$ cat src/rtl/ssd_share_arbiter.sv
// Round-robin owner of the 4-digit seven segment display: one of four requesters shows its
// 16-bit hex value for DWELL cycles, with leading-zero blanking on the per-digit enable mask.
module ssd_share_arbiter #(
  parameter int DWELL    = 100_000_000,
  parameter int DW_W     = 27,
  parameter bit BLANK_LZ = 1'b1
) (
  input  logic        clk,
  input  logic        rst,
  input  logic [3:0]  req,
  input  logic [15:0] val0,
  input  logic [15:0] val1,
  input  logic [15:0] val2,
  input  logic [15:0] val3,
  input  logic        hold,
  output logic [3:0]  grant,
  output logic [1:0]  owner,
  output logic        busy,
  output logic [3:0]  digit0,
  output logic [3:0]  digit1,
  output logic [3:0]  digit2,
  output logic [3:0]  digit3,
  output logic [3:0]  mode
);

  typedef enum logic {S_IDLE, S_SHOW} state_t;

  localparam logic [DW_W-1:0] CNT_LAST = DW_W'(DWELL - 1);

  state_t          state_q, state_d;
  logic [1:0]      owner_q, owner_d;
  logic [1:0]      ptr_q, ptr_d;
  logic [3:0]      grant_q, grant_d;
  logic            busy_q, busy_d;
  logic [DW_W-1:0] cnt_q, cnt_d;
  logic [15:0]     disp_q, disp_d;
  logic [3:0]      mode_q, mode_d;

  logic [15:0] val_a [4];
  logic [2:0]  pick;
  logic        load;

  // Search order is last+1, last+2, last+3, last; bit 2 flags that a requester was found.
  function automatic logic [2:0] rr_pick(input logic [3:0] r, input logic [1:0] last);
    logic [2:0] res;
    logic [1:0] idx;
    res = 3'b000;
    for (int k = 4; k >= 1; k--) begin
      idx = last + 2'(k);
      if (r[idx]) res = {1'b1, idx};
    end
    return res;
  endfunction

  function automatic logic [3:0] lz_mask(input logic [15:0] v);
    logic [3:0] m;
    m[0] = 1'b1;
    m[1] = |v[15:4];
    m[2] = |v[15:8];
    m[3] = |v[15:12];
    return BLANK_LZ ? m : 4'b1111;
  endfunction

  assign val_a[0] = val0;
  assign val_a[1] = val1;
  assign val_a[2] = val2;
  assign val_a[3] = val3;
  assign pick     = rr_pick(req, ptr_q);

  always_comb begin
    // NOTE: every _d starts from its _q so that no path through the case leaves a variable
    // unassigned; skipping a default here is what turns combinational logic into a latch.
    state_d = state_q;
    owner_d = owner_q;
    ptr_d   = ptr_q;
    grant_d = grant_q;
    busy_d  = busy_q;
    cnt_d   = cnt_q;
    disp_d  = disp_q;
    mode_d  = mode_q;
    load    = 1'b0;

    unique case (state_q)
      S_IDLE: begin
        if (pick[2]) begin
          state_d = S_SHOW;
          owner_d = pick[1:0];
          cnt_d   = '0;
          load    = 1'b1;
        end
      end
      S_SHOW: begin
        load = 1'b1;
        if (!req[owner_q]) begin
          // Owner release wins over dwell expiry and ignores hold.
          cnt_d = '0;
          if (pick[2]) begin
            owner_d = pick[1:0];
          end else begin
            state_d = S_IDLE;
            load    = 1'b0;
          end
        end else if (!hold) begin
          if (cnt_q == CNT_LAST) begin
            cnt_d   = '0;
            owner_d = pick[1:0];
          end else begin
            cnt_d = cnt_q + DW_W'(1);
          end
        end
      end
      default: state_d = S_IDLE;
    endcase

    if (load) begin
      ptr_d   = owner_d;
      grant_d = 4'(1) << owner_d;
      busy_d  = 1'b1;
      disp_d  = val_a[owner_d];
      mode_d  = lz_mask(val_a[owner_d]);
    end else if (state_d == S_IDLE) begin
      grant_d = 4'b0000;
      busy_d  = 1'b0;
      mode_d  = 4'b0000;
    end
  end

  always_ff @(posedge clk or negedge rst) begin
    if (!rst) begin
      state_q <= S_IDLE;
      owner_q <= 2'd0;
      ptr_q   <= 2'd3;
      grant_q <= 4'b0000;
      busy_q  <= 1'b0;
      cnt_q   <= '0;
      disp_q  <= 16'h0000;
      mode_q  <= 4'b0000;
    end else begin
      // NOTE: state is updated with non-blocking assignments so every flop samples the
      // values from before this edge, independent of statement order.
      state_q <= state_d;
      owner_q <= owner_d;
      ptr_q   <= ptr_d;
      grant_q <= grant_d;
      busy_q  <= busy_d;
      cnt_q   <= cnt_d;
      disp_q  <= disp_d;
      mode_q  <= mode_d;
    end
  end

  assign grant  = grant_q;
  assign owner  = owner_q;
  assign busy   = busy_q;
  assign digit0 = disp_q[3:0];
  assign digit1 = disp_q[7:4];
  assign digit2 = disp_q[11:8];
  assign digit3 = disp_q[15:12];
  assign mode   = mode_q;

endmodule

$ cat config.mk
export PLATFORM = sky130hd
export DESIGN_NAME = ssd_share_arbiter
export DESIGN_NICKNAME = d
export VERILOG_FILES = /design/src/rtl/ssd_share_arbiter.sv
export SDC_FILE = /design/constraint.sdc
export NUM_CORES = 1
export LEC_CHECK = 0
export ABC_CLOCK_PERIOD_IN_PS = 3200
export BUFFER_PORTS_ARGS = -buffer_cell sky130_fd_sc_hd__buf_2
export CAP_MARGIN = 20
export CORE_ASPECT_RATIO = 1.2
export CORE_UTILIZATION = 30
export CTS_CLUSTER_SIZE = 40
export DETAILED_ROUTE_END_ITERATION = 10
export GPL_TIMING_DRIVEN = 0
export HOLD_SLACK_MARGIN = 0.06
export PLACE_DENSITY_LB_ADDON = 0.1
export SETUP_SLACK_MARGIN = 0.2
export SLEW_MARGIN = 20
export SYNTH_ARGS = -nofsm -noshare
export SYNTH_HDL_FRONTEND = slang
export SYNTH_SLANG_ARGS = --single-unit
$ cat constraint.sdc
create_clock -name clk -period 3.2 [get_ports clk]
set_input_delay 0 -clock clk [delete_from_list [all_inputs] [get_ports clk]]
set_output_delay 0 -clock clk [all_outputs]
set_load 0.1 [all_outputs]
==> impl_metrics.csv, run 1 <==
group,metric,value,unit
outcome,status,"completed",
worst_setup_path,cp-start-kind,"register",
clock_network,numClockSinks,55,
power_and_ir_drop,power.leakage,1.98,nW
clock_network,cts_tree,"done",
worst_hold_path,holdPathStages,5,
timing,min_period,2.94,ns
floorplan,ios,98,
global_routing,grt_pass1_vias,3117,
global_routing,antenna_found_initial,2,
cells_and_area,area_delta_synth_final,31.7,%
synth,synthTopCellsByCount,"nand2_1 (85), dfrtp_1 (53), nor2_1 (30)",
detailed_routing,vias,3198,
timing,setup_violations,0,
worst_setup_path,cp_data_required_time,3.37,ns
worst_hold_path,hp-start,"val0[5]",
cells_and_area,fin_nets,571,
power_and_ir_drop,ir_drop,0.677,mV
synth,synth_seq_area_share,0.420,
floorplan,die_area,0.0114,mm2
cells_and_area,finalInstanceArea,0.00432,mm2
global_routing,grt_pass1_wl,15.5,mm
timing,fin_crit_sh,0.919,
detailed_routing,antenna_left,0,
synth,async_reset_ff_frac,1.00,
synth,synthCells,382,
timing,rsz0062_at_grt,"true",
worst_setup_path,timing.setup.critical_path_class,"register to register",
synth,muxShareOfSynthArea,0.0480,
synth,yosysUniqueCellTypes,57,
timing,slew_violations,0,
synth,ys.warnings.count,0,
worst_setup_path,cp-startpoint,"cnt_q[9]",
detailed_routing,wl_per_cell,15.3,um
clock_network,cts_made_buffers,5,
placement,portBuffers,97,
synth,ys_ff_latch,55,
global_routing,grt_start_max_net_pins,56,
timing,hold_violations,0,
cells_and_area,drive_gt1_frac,0.341,
timing,tightest_slew,0.762,ns
synth,synth_edf_count,0,
worst_hold_path,worstHoldPathType,"input port to register",
clock_network,cts_max_path_buffers,2,
clock_network,clkTransAtPathRegs,0.07,ns
detailed_routing,dr.pass1.iters,4,
worst_setup_path,cp-end-kind,"register",
timing,setup_slack,0.258,ns
synth,synthFlopType,"dfrtp_1",
synth,synth_most_common_cell,"nand2_1",
worst_setup_path,worst_r2r_startpoint,"cnt_q[9]",
synth,synth_top_family_by_area,"simple AND/OR/NAND/NOR gates",
job,drv_cap,0,
synth,synth_simple_gate_area_frac,0.268,
synth,synth_compound_area_frac,0.193,
timing,slew_headroom,0.488,
cells_and_area,seqCellArea,0.00139,mm2
cells_and_area,finalNonFillerCells,628,
floorplan,rows,41,
placement,dp_slack,-0.236,ns
power_and_ir_drop,fin_total_pwr,4.64,mW
power_and_ir_drop,powerDensity,1070,mW/mm2
cells_and_area,fillers,1122,
placement,place.gp.congestion,0.827,
synth,syn-cell-area,0.00328,mm2
detailed_routing,detail_route.vias_per_cell,5.09,
clock_network,clock_latency,0.30,ns
synth,yosysTopAreaCellShare,0.404,
placement,placed_cells,608,
synth,syn_area_per_cell,8.59,um2
synth,synth_top_cell_by_area,"dfrtp_1",
cells_and_area,num_antenna_cells,0,
detailed_routing,drc,0,
floorplan,die_w,97.5,um
global_routing,overflow,0,
clock_network,h-tree-depth,2,
synth,synthAdderAreaFrac,0.00381,
detailed_routing,wl,9.63,mm
cells_and_area,multi_input_area,0.00188,mm2
clock_network,cts-root-buf,"clkbuf_16",
timing,timing.fmax,340,MHz
floorplan,start_util,0.311,
worst_setup_path,reg2reg_depth,13,
synth,synth.area.top_cells,"dfrtp_1 (40%), nand2_1 (9.7%), o21ai_0 (4.3%), nor2_1 (3.4%), mux2i_1 (3.4%)",
floorplan,core,0.0106,mm2
placement,dp.final_hpwl,7.09,mm
floorplan,dieHeight,117,um
worst_setup_path,cp.arrival,3.11,ns
synth,synth_nets,454,
timing,clock_skew,0.00646,ns
detailed_routing,first_iter_violations,118,
global_routing,grt.total_usage,0.172,
placement,placed_area,0.00394,mm2
timing,hold_ws,0.0892,ns
worst_setup_path,path_max_fanout,10,
synth,synth-xor-area-share,0.0320,
[flip-flops by register name, summed over array words and instances (netlist names)]
register,cells
mode,4
owner,2
grant,4
cnt_q,27
ptr_q,2
disp_q,16
[stage by stage]
stage	TNS, ns	util
6_report	0	0.409
5_1_grt	0	0.409
4_1_cts	0	0.399
3_5_place_dp	-0.644	0.373
3_3_place_gp	-0.662	0.373
2_1_floorplan	0	-
[timing repair]
| action | 4_1_cts | 5_1_grt |
|---|---|---|
| gates cloned | 0 | 1 |
| setup endpoints to repair | 21 | 18 |
| pin swaps | 6 | 8 |
| hold buffers | 1 | 0 |
| resized for setup | 12 | 20 |
| hold endpoints to repair | 53 | 0 |
| setup buffers | 9 | 3 |
[cells in the final DEF (no fill, tap or decap), types with 5 or more instances in the layout]
master	netlist	routed
buf_2	2	98
nand2_1	85	84
dfrtp_1	53	49
nor2_1	30	30
o21ai_0	28	28
nand3_1	19	18
and3_1	14	14
buf_4	2	13
a21oi_1	15	12
mux2i_1	11	10
xor2_1	10	10
o21ai_1	9	9
nand4_1	7	7
clkbuf_1	12	7
a31o_2	6	6
clkbuf_16	0	6
inv_1	5	5
nor3_1	5	5
[final cells by class]
class / count / share of cell area
multi-input combinational: 301 / 0.434
tap: 129 / 0.0373
clock inverter: 1 / 0.00116
buffer: 17 / 0.0237
inverter: 8 / 0.00810
clock buffer: 6 / 0.0321
timing repair buffer: 111 / 0.143
sequential: 55 / 0.321
[path summary, 6_finish.rpt]
kind,to,slack (ns)
worst max-delay path,mode[1],0.26
min in group asynchronous,cnt_q[2],0.31
worst max register to register,mode[1],0.26
max in group asynchronous,owner[1],2.33
worst min-delay path,disp_q[5],0.09
worst min register to register,disp_q[8],0.47
[layer usage]
layer / global-route usage / wire length, um
met4: 0.0529 / 134
met3: 0.0395 / 535
met2: 0.310 / 4730
met5: 0 / 0
met1: 0.205 / 4230
[where the power goes]
group | total [mW] | internal [mW] | leakage [nW] | switching, mW
clock network | 0.565 | 0.307 | 0.0727 | 0.258
logic | 3.06 | 0.901 | 1.22 | 2.16
registers | 1.01 | 0.890 | 0.689 | 0.123
total | 4.64 | 2.10 | 1.98 | 2.54
[cells by family (layout without fill, tap and decap cells)]
| family | Yosys count | count (layout) |
|---|---|---|
| AND/OR/NAND/NOR | 183 | 183 |
| flip-flops | 55 | 55 |
| XOR/XNOR | 12 | 12 |
| buffers and inverters | 26 | 143 |
| adder cells (fa/ha/maj) | 1 | 1 |
| multiplexers | 14 | 14 |
| AO/OA/AOI/OAI | 91 | 91 |
[worst max-delay path, cell delays in order (launching register included)]
cell,delay (ns)
dfrtp_1,0.38
or4_4,0.54
nor4_4,0.25
buf_4,0.18
buf_6,0.10
a211o_1,0.14
o211a_4,0.22
inv_6,0.06
buf_12,0.13
buf_6,0.13
a21oi_2,0.15
a22oi_2,0.13
nor4_4,0.31
a21oi_2,0.08
Note: power is estimated with default switching activity, not from simulation.
==> run 2: changes to the inputs <==
Settings changed: ABC_CLOCK_PERIOD_IN_PS 3200 to 2900, CORE_MARGIN set to 4.
Clock period 3.2 ns to 2.9 ns, I/O delays scaled along.
==> run 2 against run 1 <==
Compared with the run above: the run now ends with negative setup slack left; clock skew shrank 0.00059 ns; worst hold slack gained 0.0043 ns; fmax increased by 0.92%; non-clock buffer count rose by 12; largest power group unchanged; sequential share of layout area down 1.5 points; first-iteration DRC count is 29% higher; routed wire length is 2.7% higher; core utilization is 1.8 points higher.
==> impl_metrics.csv, run 2 (synthesis gave the netlist of run 1 again) <==
group,metric,value,unit
outcome,status,"finished with violations",
outcome,violations,"negative setup slack",
cells_and_area,fin_nets,583,
timing,hold_violations,0,
global_routing,overflow,0,
detailed_routing,detail_route.vias_per_cell,5.17,
timing,setup_slack,-0.0153,ns
timing,final.setup.tns,-0.0265,ns
power_and_ir_drop,pwr-share-seq,0.201,
timing,setup_violations,2,
clock_network,cts-root-buf,"clkbuf_16",
clock_network,cts_max_path_buffers,2,
worst_setup_path,worst_r2r_startpoint,"cnt_q[10]",
clock_network,h-tree-depth,2,
clock_network,numClockSinks,55,
worst_hold_path,hold_end,"disp_q[6]",
power_and_ir_drop,power.leakage,2.08,nW
cells_and_area,drive_gt1_frac,0.385,
power_and_ir_drop,switching_share,0.528,
clock_network,clock_latency,0.29,ns
power_and_ir_drop,p_switching,2.93,mW
worst_hold_path,worstHoldPathType,"input port to register",
global_routing,antenna_found_initial,0,
floorplan,die_area,0.0127,mm2
global_routing,grt.total_usage,0.163,
cells_and_area,top_regs,"cnt_q x27, disp_q x16",
detailed_routing,first_iter_violations,152,
cells_and_area,mostFrequentLayoutCells,"buf_2 (97), nand2_1 (79), dfrtp_1 (50)",
timing,timing.fmax,343,MHz
worst_setup_path,cp-end-kind,"register",
detailed_routing,vias,3315,
timing,slew_violations,0,
detailed_routing,wl_per_cell,15.4,um
worst_hold_path,hp-start,"val3[6]",
timing,min_period,2.92,ns
floorplan,core,0.0106,mm2
detailed_routing,drc,0,
placement,dp.final_hpwl,7.41,mm
timing,tightest_slew,0.799,ns
worst_setup_path,cp-start-kind,"register",
worst_setup_path,r2r_slack,-0.02,ns
timing,fin_crit_sh,1.01,
cells_and_area,fillers,1069,
cells_and_area,top_register,"cnt_q",
global_routing,grt_start_max_net_pins,56,
placement,place.gp.congestion,0.853,
clock_network,clkTransAtPathRegs,0.07,ns
power_and_ir_drop,ir_drop,0.529,mV
floorplan,start_util,0.309,
worst_setup_path,path_max_fanout,5,
floorplan,die_w,103,um
worst_setup_path,reg2reg_depth,12,
worst_setup_path,cp.arrival,3.08,ns
global_routing,grt_pass1_wl,16.4,mm
detailed_routing,dr.pass1.iters,4,
job,drv_cap,0,
cells_and_area,largest_register_ffs,27,
power_and_ir_drop,clkPwrFrac,0.108,
worst_setup_path,timing.setup.critical_path_class,"register to register",
floorplan,dieHeight,123,um
power_and_ir_drop,powerDensity,1220,mW/mm2
worst_setup_path,cp_data_required_time,3.06,ns
detailed_routing,wl,9.89,mm
cells_and_area,final_common_cell,"buf_2",
timing,clock_skew,0.00587,ns
worst_setup_path,r2r-end,"mode[1]",
detailed_routing,antenna_left,0,
cells_and_area,area_delta_synth_final,38.1,%
clock_network,cts_tree,"done",
global_routing,grt_pass1_vias,3326,
power_and_ir_drop,combPwrFrac,0.691,
power_and_ir_drop,internal-power,2.62,mW
worst_hold_path,holdPathStages,5,
timing,rsz0062_at_grt,"true",
clock_network,cts_made_buffers,5,
placement,portBuffers,97,
placement,dp_slack,-0.323,ns
floorplan,ios,98,
floorplan,rows,41,
cells_and_area,num_antenna_cells,0,
timing,slew_headroom,0.462,
[run 2: changes by cell type in the layout (fill, tap and decap cells not counted), moves of 5 or more]
| cell | before | now |
|---|---|---|
| buf_4 | 13 | 23 |
| buf_6 | 2 | 7 |
| nand2_1 | 84 | 79 |
| nand2_2 | 2 | 7 |
| o21ai_2 | 0 | 5 |
[run 2: critical path: stages (launching register included)]
cell	delay, ns
dfrtp_1	0.39
or4b_4	0.55
nor4_4	0.25
buf_4	0.18
a21oi_4	0.09
o211a_4	0.28
inv_6	0.08
buf_8	0.12
mux2i_1	0.20
a22o_1	0.19
nand2_2	0.08
nor4_4	0.30
a21oi_2	0.08
[run 2: layout make-up]
type | count | area (um2) | share of cell area
multi-input cells | 301 | 1940 | 0.428
clock inverters | 2 | 12.5 | 0.00276
well taps | 129 | 161 | 0.0356
flip-flops and latches | 55 | 1390 | 0.306
clock buffers | 6 | 129 | 0.0284
inverters | 8 | 37.5 | 0.00828
repair buffers | 124 | 737 | 0.163
plain buffers | 16 | 130 | 0.0287
[run 2: power by group through the flow]
stage               clock, mW  sequential (mW)  combinational (mW)
finish                  0.599             1.11                3.84
global route            0.652             1.14                4.10
CTS                     0.618             1.12                3.64
detailed placement          0             1.11                3.17
global placement            0             1.11                3.16
floorplan                   0             2.24                1.39
[run 2: worst max path at each step]
| stage | cells past startpoint | slack, ns | startpoint | endpoint |
|---|---|---|---|---|
| after global routing | 12 | -0.19 | cnt_q[10] | mode[2] |
| after floorplan | 11 | 0.07 | cnt_q[9] | mode[1] |
| after global placement | 10 | -0.32 | cnt_q[9] | mode[1] |
| after detailed placement | 10 | -0.32 | cnt_q[9] | mode[2] |
| final | 12 | -0.02 | cnt_q[10] | mode[1] |
| after CTS | 12 | -0.09 | cnt_q[8] | mode[2] |
[run 2: layer usage]
layer  share of wire  wire length, um  vias up  track usage
li1                -                -     1616            -
met1            0.42             4140     1581        0.200
met2            0.50             4920      103        0.278
met3           0.063              625       15       0.0358
met4           0.021              203        0       0.0559
met5               0                0        -            0
[run 2: through the flow]
step                      power (mW)  cell area, um2  hold slack (ns)  utilization  cells
after floorplan                 3.63            3330           -0.296            -    382
after global placement          4.27            3980            0.346        0.375    608
after detailed placement        4.28            3980            0.114        0.375    608
after CTS                       5.37            4410           0.0886        0.416    637
after global routing            5.90            4530            0.107        0.427    641
final                           5.55            4530           0.0935        0.427    641
[run 2: timing repair]
item | in CTS | in global routing
hold buffers | 1 | 0
endpoints found under the hold margin | 53 | 0
buffers inserted | 21 | 4
endpoints found under the setup margin | 39 | 29
gates resized for setup | 26 | 29
gates cloned | 1 | 0
pin swaps | 20 | 13
